--- src/rtl/mips_div_unit.sv ---
// mips_div_unit: multi-cycle restoring divider for MIPS DIV/DIVU.
// One quotient bit per cycle through a single WIDTH-bit subtractor.
// Quotient goes to LO, remainder to HI, both held until the next done.
//
// Handshake: start is sampled only on an edge where busy=0, and is
// ignored while busy=1. done is a one-cycle pulse. On that pulse and
// afterwards, quotient/remainder/div_by_zero hold the last result.
// busy is already low in the done cycle, so a new start can be issued
// in the done cycle itself (back-to-back operation).
module mips_div_unit #(
  parameter int WIDTH = 32
) (
  input  logic             clk,
  input  logic             rst_n,
  input  logic             start,
  input  logic             is_signed,
  input  logic [WIDTH-1:0] dividend,
  input  logic [WIDTH-1:0] divisor,
  output logic             busy,
  output logic             done,
  output logic [WIDTH-1:0] quotient,
  output logic [WIDTH-1:0] remainder,
  output logic             div_by_zero
);

  localparam int CW = $clog2(WIDTH + 1);
  localparam logic [CW-1:0] CNT_INIT = CW'(WIDTH);
  localparam logic [CW-1:0] CNT_ONE  = CW'(1);

  typedef enum logic [1:0] {
    S_IDLE = 2'd0,
    S_CALC = 2'd1,
    S_FIX  = 2'd2,
    S_ZERO = 2'd3
  } state_t;

  state_t           state_q, state_d;
  logic [CW-1:0]    cnt_q, cnt_d;
  logic [WIDTH-1:0] rem_q, rem_d;     // partial remainder (magnitude)
  logic [WIDTH-1:0] dvd_q, dvd_d;     // dividend shifting out, quotient shifting in
  logic [WIDTH-1:0] dsr_q, dsr_d;     // divisor magnitude
  logic             neg_quo_q, neg_quo_d;
  logic             neg_rem_q, neg_rem_d;
  logic [WIDTH-1:0] quo_out_q, quo_out_d;
  logic [WIDTH-1:0] rem_out_q, rem_out_d;
  logic             dbz_q, dbz_d;
  logic             done_q, done_d;

  // Shift/subtract step of one iteration.
  logic [WIDTH:0]   shifted;
  logic [WIDTH-1:0] diff;
  logic             borrow;
  logic             accept;

  // Magnitude of a value when it is treated as signed; raw otherwise.
  // The most negative value maps to itself, which still reads correctly
  // as an unsigned magnitude.
  function automatic logic [WIDTH-1:0] magnitude(input logic [WIDTH-1:0] v,
                                                 input logic             sgn);
    return (sgn && v[WIDTH-1]) ? (~v + 1'b1) : v;
  endfunction

  // Restoring step: the bit shifted out of rem is kept in shifted[WIDTH],
  // so divisors above 2^(WIDTH-1) still divide correctly. If that bit is
  // set, the shifted value exceeds any divisor. When the subtraction is
  // accepted the true difference fits WIDTH bits, so modulo-2^WIDTH is exact.
  always_comb begin
    shifted          = {rem_q, dvd_q[WIDTH-1]};
    {borrow, diff}   = {1'b0, shifted[WIDTH-1:0]} - {1'b0, dsr_q};
    accept           = shifted[WIDTH] | ~borrow;
  end

  // Next-state and datapath control.
  always_comb begin
    state_d   = state_q;
    cnt_d     = cnt_q;
    rem_d     = rem_q;
    dvd_d     = dvd_q;
    dsr_d     = dsr_q;
    neg_quo_d = neg_quo_q;
    neg_rem_d = neg_rem_q;
    quo_out_d = quo_out_q;
    rem_out_d = rem_out_q;
    dbz_d     = dbz_q;
    done_d    = 1'b0;

    case (state_q)
      S_IDLE: begin
        if (start) begin
          neg_quo_d = is_signed & (dividend[WIDTH-1] ^ divisor[WIDTH-1]);
          neg_rem_d = is_signed & dividend[WIDTH-1];
          rem_d     = '0;
          dsr_d     = magnitude(divisor, is_signed);
          cnt_d     = CNT_INIT;
          if (divisor == '0) begin
            // Zero path reports the raw dividend as the remainder.
            dvd_d   = dividend;
            state_d = S_ZERO;
          end else begin
            dvd_d   = magnitude(dividend, is_signed);
            state_d = S_CALC;
          end
        end
      end

      S_CALC: begin
        rem_d = accept ? diff : shifted[WIDTH-1:0];
        dvd_d = {dvd_q[WIDTH-2:0], accept};
        cnt_d = cnt_q - CNT_ONE;
        if (cnt_q == CNT_ONE) begin
          state_d = S_FIX;
        end
      end

      S_FIX: begin
        quo_out_d = neg_quo_q ? (~dvd_q + 1'b1) : dvd_q;
        rem_out_d = neg_rem_q ? (~rem_q + 1'b1) : rem_q;
        dbz_d     = 1'b0;
        done_d    = 1'b1;
        state_d   = S_IDLE;
      end

      S_ZERO: begin
        quo_out_d = '1;
        rem_out_d = dvd_q;
        dbz_d     = 1'b1;
        done_d    = 1'b1;
        state_d   = S_IDLE;
      end

      default: begin
        state_d = S_IDLE;
      end
    endcase
  end

  // State and datapath registers; reset aborts any operation in flight.
  always_ff @(posedge clk or negedge rst_n) begin
    if (!rst_n) begin
      state_q   <= S_IDLE;
      cnt_q     <= '0;
      rem_q     <= '0;
      dvd_q     <= '0;
      dsr_q     <= '0;
      neg_quo_q <= 1'b0;
      neg_rem_q <= 1'b0;
      quo_out_q <= '0;
      rem_out_q <= '0;
      dbz_q     <= 1'b0;
      done_q    <= 1'b0;
    end else begin
      state_q   <= state_d;
      cnt_q     <= cnt_d;
      rem_q     <= rem_d;
      dvd_q     <= dvd_d;
      dsr_q     <= dsr_d;
      neg_quo_q <= neg_quo_d;
      neg_rem_q <= neg_rem_d;
      quo_out_q <= quo_out_d;
      rem_out_q <= rem_out_d;
      dbz_q     <= dbz_d;
      done_q    <= done_d;
    end
  end

  // Output mapping.
  always_comb begin
    busy        = (state_q != S_IDLE);
    done        = done_q;
    quotient    = quo_out_q;
    remainder   = rem_out_q;
    div_by_zero = dbz_q;
  end

endmodule

--- config.mk ---
export PLATFORM = sky130hd
export DESIGN_NAME = mips_div_unit
export DESIGN_NICKNAME = d
export VERILOG_FILES = /design/src/rtl/mips_div_unit.sv
export SDC_FILE = /design/constraint.sdc
export NUM_CORES = 1
export LEC_CHECK = 0
export ABC_AREA = 1
export CAP_MARGIN = 20
export CORE_MARGIN = 2
export CORE_UTILIZATION = 60
export DETAILED_ROUTE_END_ITERATION = 10
export MAX_ROUTING_LAYER = met4
export PLACE_DENSITY = 0.81
export SETUP_SLACK_MARGIN = 0.5
export SLEW_MARGIN = 30
export SYNTH_ARGS = -nofsm -noshare
export SYNTH_HDL_FRONTEND = slang
export SYNTH_SLANG_ARGS = --single-unit
--- constraint.sdc ---
create_clock -name clk -period 3.5 [get_ports clk]
set_input_delay 0.7 -clock clk [delete_from_list [all_inputs] [get_ports clk]]
set_output_delay 0.7 -clock clk [all_outputs]
set_load 0.01 [all_outputs]
# [After elaboration in Yosys (flattened, before gate mapping)]
# Index checks and enable logic that the tools add are counted.
[classes] add_sub_neg=6 n_eq_ne=6 mux=20 bitwise_logic=9 reduce_logical=11
[ops] operator="2-to-1 mux 32 bit" count=8
[ops] operator="case mux 32 bit (2 select lines)" count=4
[ops] operator="adder 32 x 1 -> 32 bit, second input constant" count=4
[ops] operator="inverter 32 bit" count=4
[ops] operator="subtractor 32 x 32 -> 33 bit" count=1
[ops] operator="zero test 32 bit" count=1
[ops] operator="case mux 6 bit (2 select lines)" count=1
[ops] operator="== test 6 x 1 -> 1 bit, second input constant" count=1
[ops] operator="2-to-1 mux 2 bit" count=3
[ops] operator="2-to-1 mux 6 bit" count=1
[ops] operator="case mux 2 bit (3 select lines)" count=1
[ops] operator="AND reduction 2 bit" count=3
[ops] operator="nonzero test 2 bit" count=3
[ops] operator="subtractor 6 x 1 -> 6 bit, second input constant" count=1
[ops] operator="== test 2 bit, second input constant" count=2
[ops] operator="!= test 2 bit, second input constant" count=2
[ops] operator="bitwise AND 1 bit" count=2
[ops] operator="== test 2 x 1 -> 1 bit, second input constant" count=1
[ops] operator="logical AND 1 bit" count=2
[ops] operator="zero test 2 bit" count=1
[ops] operator="case mux 1 bit (2 select lines)" count=1
[ops] operator="OR reduction 2 bit" count=1
[ops] operator="2-to-1 mux 1 bit" count=1
[ops] operator="inverter 1 bit" count=1
[ops] operator="other kinds (2)" count=2
[word_totals] reg_bits=172 input_bits=68 out_inout_bits=67 word_cells=63

# [Depth between registers and ports, before layout]
# Gate-level depths: netlist of the first run.
[logic_depth] depth_word=6 mapped_depth=17 ltp_nobuf=16

# [Worst setup path after synthesis of the first run]
# OpenSTA, ideal clock, no wires.
[synth_timing] kind="reg2reg" start="register dvd_q[31]" end="register rem_q[19]" setup_time_ns=0.116 t_arrival_ns=2.013 required_time_ns=3.384 path_slack_ns=1.371 path_stages_with_launch=17 n_path_buf=1 synth_period_minus_slack_ns=2.129 cell_sequence="dfrtp_1 > inv_1 > ha_1 > fa_1 > inv_1 > nand2_1 > nand2_1 > nand3_1 > nand2_1 > nand2_1 > nand2_2 > nand3_2 > nand2_4 > buf_4 > nand3_1 > nand2_1 > nand2_1"
[synth_via] elab_chain_len=5
[synth_lines] element="start: declaration" line_no="40" rtl="logic [WIDTH-1:0] dvd_q, dvd_d;"
[synth_lines] element="start signal: assignment" line_no="155" rtl="dvd_q <= dvd_d;"
[synth_lines] element="subtractor 32 x 32 -> 33 bit *" line_no="69" rtl="{borrow, diff} = {1'b0, shifted[WIDTH-1:0]} - {1'b0, dsr_q};"
[synth_lines] element="inverter 1 bit" line_no="70" rtl="accept = shifted[WIDTH] | ~borrow;"
[synth_lines] element="bitwise OR 1 bit" line_no="70"
[synth_lines] element="2-to-1 mux 32 bit *" line_no="107" rtl="rem_d = accept ? diff : shifted[WIDTH-1:0];"
[synth_lines] element="case mux 32 bit (2 select lines) *" line_no="87" rtl="case (state_q)"
[synth_lines] element="end signal: assignment" line_no="154" rtl="rem_q <= rem_d;"
[synth_lines] element="end: declaration" line_no="39" rtl="logic [WIDTH-1:0] rem_q, rem_d;"
# Every way passes the cells marked *; elsewhere a longest branch is shown, timed or not.
# A chain may end at the register's enable or synchronous reset.

# [Worst setup path after layout of the first run]
[layout_timing] start="register dvd_q[31]" end="register rem_q[11]"
# The elaborated chain is that of the path after synthesis.

==> flow_summary_export.csv, run 1 <==
group,metric,value,unit
critical_path,crit_path_start,"dvd_q[31]",
die,fp.dieW,152.6,um
global_route,overflow,0,
drt,routedWlPerCell,17.07,um
clock_network,clkTransAtPathRegs,0.07,ns
global_route,grt_pass1_wl,67620,um
yosys,ys_ff_latch,172,
die,row_count,54,
drt,first_pass_iters,6,
critical_path,end_kind,"register",
drt,routed_wl,42490,um
yosys,syn-num-nets,2196,
yosys,synth-edff-count,0,
yosys,yosys_warnings,0,
critical_path,worstReg2RegStart,"dvd_q[31]",
sta,fin_ws,0.7316,ns
yosys,yosysSeqAreaShare,32.50,%
global_route,grt_usage,37.23,%
final_layout,n_fill_cell,1890,
clock_network,cts_setup_buffers,0,
drt,first_iter_violations,1644,
global_route,use_met1,51.86,%
final_layout,seqCellArea,4304,sq um
pwr,p_leak,0.007763,uW
sta,fin_setup_tns,0,ns
hold_path,hold_class,"in -> async",
final_layout,num_antenna_cells,0,
yosys,synthArstFlopShare,100.0,%
drt,vias_per_cell,5.803,
final_layout,drive_above_1_share,4.980,%
clock_network,cts_root_buf,"clkbuf_16",
placement,dp_worst_setup_slack,0.5832,ns
critical_path,crit_type,"reg -> reg",
die,core,21760,sq um
drt,vias,14440,
sta,setup_viol_count_final,0,
sta,slew_viol_final,0,
sta,fmax,361.2,MHz
job,cap_viol_max_count,0,
clock_network,clk_latency,0.44,ns
clock_network,cts_buffers,17,
die,die_area,23280,sq um
yosys,netlist_area,13240,sq um
clock_network,htreeDepth,4,
placement,portBuffers,134,
critical_path,required,3.82,ns
pwr,irDropWorstVdd,789.7,uV
critical_path,startpoint_type,"register",
final_layout,nNetsFinal,2303,
critical_path,crit_fanout,33,
critical_path,crit_arrival,3.09,ns
global_route,grt.busiest_layer,"met2",
clock_network,cts_buffer_depth,2,
sta,rsz0062_at_grt,"no",
sta,hold_viol,0,
sta,max_slew.worst_pin.slew,0.8403,ns
sta,fin_crit_sh,79.10,%
sta,clock_skew,0.01914,ns
global_route,global_route.usage.met3,5.774,%
yosys,ys_types,51,
placement,post-dp-hpwl,32470,um
global_route,grt_pass1_vias,13130,
pwr,power_per_cell_area,1065,nW/um^2
drt,drc,0,
clock_network,cts_tree,"yes",
global_route,use_met2,55.48,%
yosys,ys.flop_type,"dfrtp_1",
placement,gp_congestion,0.9758,
die,die_y,152.6,um
outcome,status,"complete, no violations",
drt,detail-route-antenna-nets,0,
yosys,syn_area_per_cell,6.340,sq um
clock_network,cts_sinks,172,
final_layout,area_delta_synth_final,16.35,%
final_layout,multi_input_area,7543,sq um
global_route,grt_max_degree,79,
sta,period_minus_slack,2.768,ns
die,ios,135,
global_route,antenna_found_initial,0,
die,start_util,60.88,%
yosys,syn_inst,2089,
sta,relSlewSlack,43.90,%
## where the power goes
part	total (uW)	internal [uW]	leakage [uW]	switching [uW]
logic	10400	3690	0.00544	6720
registers	4050	2960	0.00204	1090
clock network	1950	1040	0.000289	915
## worst max-delay path, stage by stage (launching register included)
cell	delay [ns]
dfrtp_1	0.46
inv_1	0.11
ha_1	0.24
fa_1	0.41
inv_1	0.12
nand2_1	0.06
nand2_1	0.07
nand3_1	0.08
nand2_1	0.14
nand2_1	0.08
nand2_2	0.11
nand3_2	0.12
nand2_8	0.24
o21ai_0	0.24
nand3_1	0.12
nand2_1	0.06
## Yosys cell counts, types with 6 or more instances
library cell / n / area [sq um]
a31oi_1: 10 / 62.56
inv_2: 9 / 33.78
buf_2: 16 / 80.08
nand3b_1: 9 / 67.56
o221ai_1: 10 / 87.58
nor4_1: 7 / 43.79
nand3_1: 219 / 1096
nand2_2: 6 / 37.54
o211ai_1: 15 / 112.6
dfrtp_1: 172 / 4304
or2_2: 10 / 62.56
nand2_1: 701 / 2631
a21oi_1: 60 / 300.3
clkbuf_1: 28 / 105.1
o22ai_1: 11 / 68.82
ha_1: 38 / 475.5
nor2_1: 176 / 660.6
nor2_2: 15 / 93.84
o21ai_0: 136 / 680.7
nand4_1: 29 / 181.4
nor3_1: 14 / 70.07
a21boi_1: 9 / 67.56
inv_1: 284 / 1066
buf_1: 11 / 41.29
xnor2_1: 15 / 131.4
xor2_1: 19 / 166.4
## layout make-up
| class | instances | area share, % |
|---|---|---|
| multi-input combinational | 1559 | 48.95 |
| sequential | 172 | 27.93 |
| timing repair buffer | 153 | 9.881 |
| inverter | 293 | 7.137 |
| clock buffer | 19 | 2.874 |
| tap | 280 | 2.273 |
| clock inverter | 13 | 0.9500 |
## final timing paths
check | to | slack (ns) | depth (start not counted)
worst max-delay path | rem_q[11] | 0.73 | 15
worst min-delay path | rem_q[31] | 0.32 | 1
worst max register to register | rem_q[11] | 0.73 | 15
worst min register to register | div_by_zero | 0.48 | 2
max in group asynchronous | rem_q[20] | 2.34 | 2
min in group clk | div_by_zero | 0.48 | 2
## stage by stage
| stage | total power, uW | instances | utilization [%] | hold WS (ns) | area, sq um |
|---|---|---|---|---|---|
| 6_report | 16420 | 2489 | 70.83 | 0.3228 | 15410 |
| 5_1_grt | 17820 | 2489 | 70.83 | 0.3876 | 15410 |
| 4_1_cts | 16200 | 2489 | 70.79 | 0.3499 | 15400 |
| 3_5_place_dp | 14180 | 2457 | 68.08 | 0.4656 | 14810 |
| 3_3_place_gp | 13960 | 2457 | 68.07 | 0.4606 | 14810 |
| 2_1_floorplan | 10940 | 2089 | - | 0.4044 | 13240 |
## routing by layer
layer	routed length, um	share of wire (%)
met1	18200	43
met2	18740	44
met3	4010	9.4
met4	1540	3.6
met5	0	0
## timing repair
| action | in CTS | in global routing |
|---|---|---|
| hold buffers | 0 | 0 |
| resized for setup | 0 | 1 |
| setup endpoints to repair | 0 | 15 |
## cells in the final DEF, fill, tap and decap left out, drive strengths merged, types with 29 or more instances in the layout
cell type / instances
nand4: 29
clkdlybuf4s50: 133
inv: 302
a21oi: 62
nand2: 710
o21ai: 140
nand3: 223
dfrtp: 172
nor2: 194
ha: 38
## sequential cells by signal, indices dropped and copies added, names as in the netlist
register / flops
dsr_q: 32
neg_quo_q: 1
state_q: 2
neg_rem_q: 1
done: 1
div_by_zero: 1
quotient: 32
rem_q: 32
remainder: 32
cnt_q: 6
dvd_q: 32
## cell families after synthesis
kind of cell / Yosys count / synth area share (%)
fa+ha+maj: 39 / 3.741
xor+xnor: 34 / 2.248
compound gates: 279 / 12.00
flops: 172 / 32.50
buf+inv: 358 / 10.72
simple gates: 1207 / 38.79
(Power assumes the default switching activity.)
==> inputs of run 2 (changes only) <==
--- a/config.mk
+++ b/config.mk
@@ -8,10 +8,10 @@
 export ABC_AREA = 1
 export CAP_MARGIN = 20
 export CORE_MARGIN = 2
-export CORE_UTILIZATION = 60
+export CORE_UTILIZATION = 59
 export DETAILED_ROUTE_END_ITERATION = 10
 export MAX_ROUTING_LAYER = met4
-export PLACE_DENSITY = 0.81
+export PLACE_DENSITY = 0.79
 export SETUP_SLACK_MARGIN = 0.5
 export SLEW_MARGIN = 30
 export SYNTH_ARGS = -nofsm -noshare
==> constraint.sdc (replaced) <==
create_clock -name clk -period 2.85 [get_ports clk]
set_input_delay 0.57 -clock clk [delete_from_list [all_inputs] [get_ports clk]]
set_output_delay 0.57 -clock clk [all_outputs]
set_load 0.01 [all_outputs]
==> flow_summary_export.csv, run 2 (synthesis results as in run 1) <==
group,metric,value,unit
sta,setup_viol_count_final,0,
pwr,power_per_cell_area,1382,nW/um^2
drt,routedWlPerCell,18.08,um
sta,slew_viol_final,0,
placement,gp_congestion,1.006,
final_layout,n_fill_cell,1801,
sta,clock_skew,0.02110,ns
sta,relSlewSlack,49.03,%
clock_network,clk_latency,0.45,ns
placement,post-dp-hpwl,33400,um
global_route,overflow,0,
pwr,irDropWorstVdd,726.9,uV
critical_path,required,2.28,ns
sta,period_minus_slack,2.330,ns
final_layout,final_core_utilization,74.45,%
global_route,antenna_found_initial,0,
die,die_y,153.8,um
drt,vias,14960,
clock_network,cts_buffer_depth,2,
placement,portBuffers,134,
critical_path,crit_fanout,6,
drt,first_iter_violations,1878,
drt,first_pass_iters,6,
final_layout,layout_common_cells,"nand2_1 (681), inv_1 (275), nand3_1 (212), nor2_1 (171), dfrtp_1 (170)",
clock_network,cts_root_buf,"clkbuf_16",
die,core,21960,sq um
drt,vias_per_cell,5.907,
clock_network,cts_hold_buffers,0,
drt,detail-route-antenna-nets,0,
outcome,status,"complete, no violations",
final_layout,area_delta_synth_final,23.44,%
sta,fmax,429.2,MHz
final_layout,stdcell_count,2532,
clock_network,cts_buffers,17,
drt,routed_wl,45790,um
global_route,grt_pass1_wl,71260,um
clock_network,clkTransAtPathRegs,0.07,ns
critical_path,crit_type,"reg -> out",
final_layout,nNetsFinal,2348,
pwr,p_leak,0.008040,uW
global_route,grt_pass1_vias,13800,
sta,hold_viol,0,
critical_path,startpoint_type,"register",
clock_network,htreeDepth,4,
sta,fin_setup_tns,0,ns
sta,fin_crit_sh,81.76,%
die,ios,135,
placement,place_inst,2485,
global_route,grt_usage,39.05,%
sta,max_slew.worst_pin.slew,0.7645,ns
drt,drc,0,
clock_network,cts_sinks,172,
critical_path,end_kind,"output port",
global_route,grt_max_degree,69,
hold_path,hold_class,"in -> async",
die,die_area,23660,sq um
final_layout,final_common_cell,"nand2_1",
clock_network,cts_tree,"yes",
final_layout,drive_above_1_share,10.08,%
sta,rsz0062_at_grt,"yes",
die,row_count,54,
job,cap_viol_max_count,0,
final_layout,num_antenna_cells,0,
critical_path,crit_arrival,1.76,ns
die,start_util,60.31,%
die,fp.dieW,153.8,um
## run 2: cell count changes in the layout (fill, tap and decap cells not counted), moves of 6 or more
cell     previous run  this run
nor2_4              5        11
nand3_1           219       212
ha_1               38        11
ha_4                0        22
nand2_1           699       681
nand2_2             8        23
buf_4              16        50
inv_2               9        17
inv_1             284       275
## run 2: layout make-up
cell class                      instances  area [sq um]  share of cell area (%)
Tap cell                              280         350.3                   2.143
Inverter                              293          1102                   6.743
Multi-Input combinational cell       1566          8123                   49.69
Sequential cell                       172          4307                   26.34
Timing Repair Buffer                  191          1864                   11.40
Clock inverter                         12         162.7                  0.9949
Clock buffer                           18         439.2                   2.686
## run 2: metal layers
layer  routed length, um  global-route usage [%]  up-vias
met5                   0                       -        -
met4                1644                   11.66        0
met3                4717                   5.891      123
met2               20470                   60.15      871
met1               18960                   53.76     6936
li1                    -                       -     7027
## run 2: final timing paths
kind                            depth (start not counted)        from            to  slack (ns)
worst max-delay path                                    3  state_q[1]          busy        0.52
worst min register to register                          1    cnt_q[3]      cnt_q[3]        0.48
worst max register to register                         16    dsr_q[0]     rem_q[16]        0.57
min in group clk                                        1    cnt_q[3]      cnt_q[3]        0.48
max in group asynchronous                               2       rst_n  remainder[9]        1.90
worst min-delay path                                    1       rst_n     rem_q[12]        0.18
## run 2: critical path, stage by stage, from the launching register on
cell and delay [ns]:
dfrtp_1 0.52, nor2_1 0.13, inv_1 0.12, clkdlybuf4s50_1 0.55
## run 2: power breakdown
group / switching, uW / total (uW) / internal (uW)
logic: 9340 / 15100 / 5800
registers: 1330 / 4980 / 3640
clock network: 1070 / 2480 / 1410
## run 2: through the flow
step | worst slack (ns) | hold slack [ns] | total power [uW] | area, sq um
5_1_grt | 0.4789 | 0.2169 | 24300 | 16350
6_report | 0.5198 | 0.1752 | 22590 | 16350
3_5_place_dp | -0.1151 | 0.4736 | 17800 | 15010
4_1_cts | 0.4699 | 0.2042 | 21020 | 15800
3_3_place_gp | -0.005986 | 0.4582 | 17480 | 15010
2_1_floorplan | 0.7211 | 0.2744 | 13430 | 13240
## run 2: repair_timing
action,CTS,global route
gates cloned,5,4
pin swaps,5,13
endpoints found under the hold margin,0,0
endpoints found under the setup margin,57,64
resized for setup,15,93
setup buffers,4,4
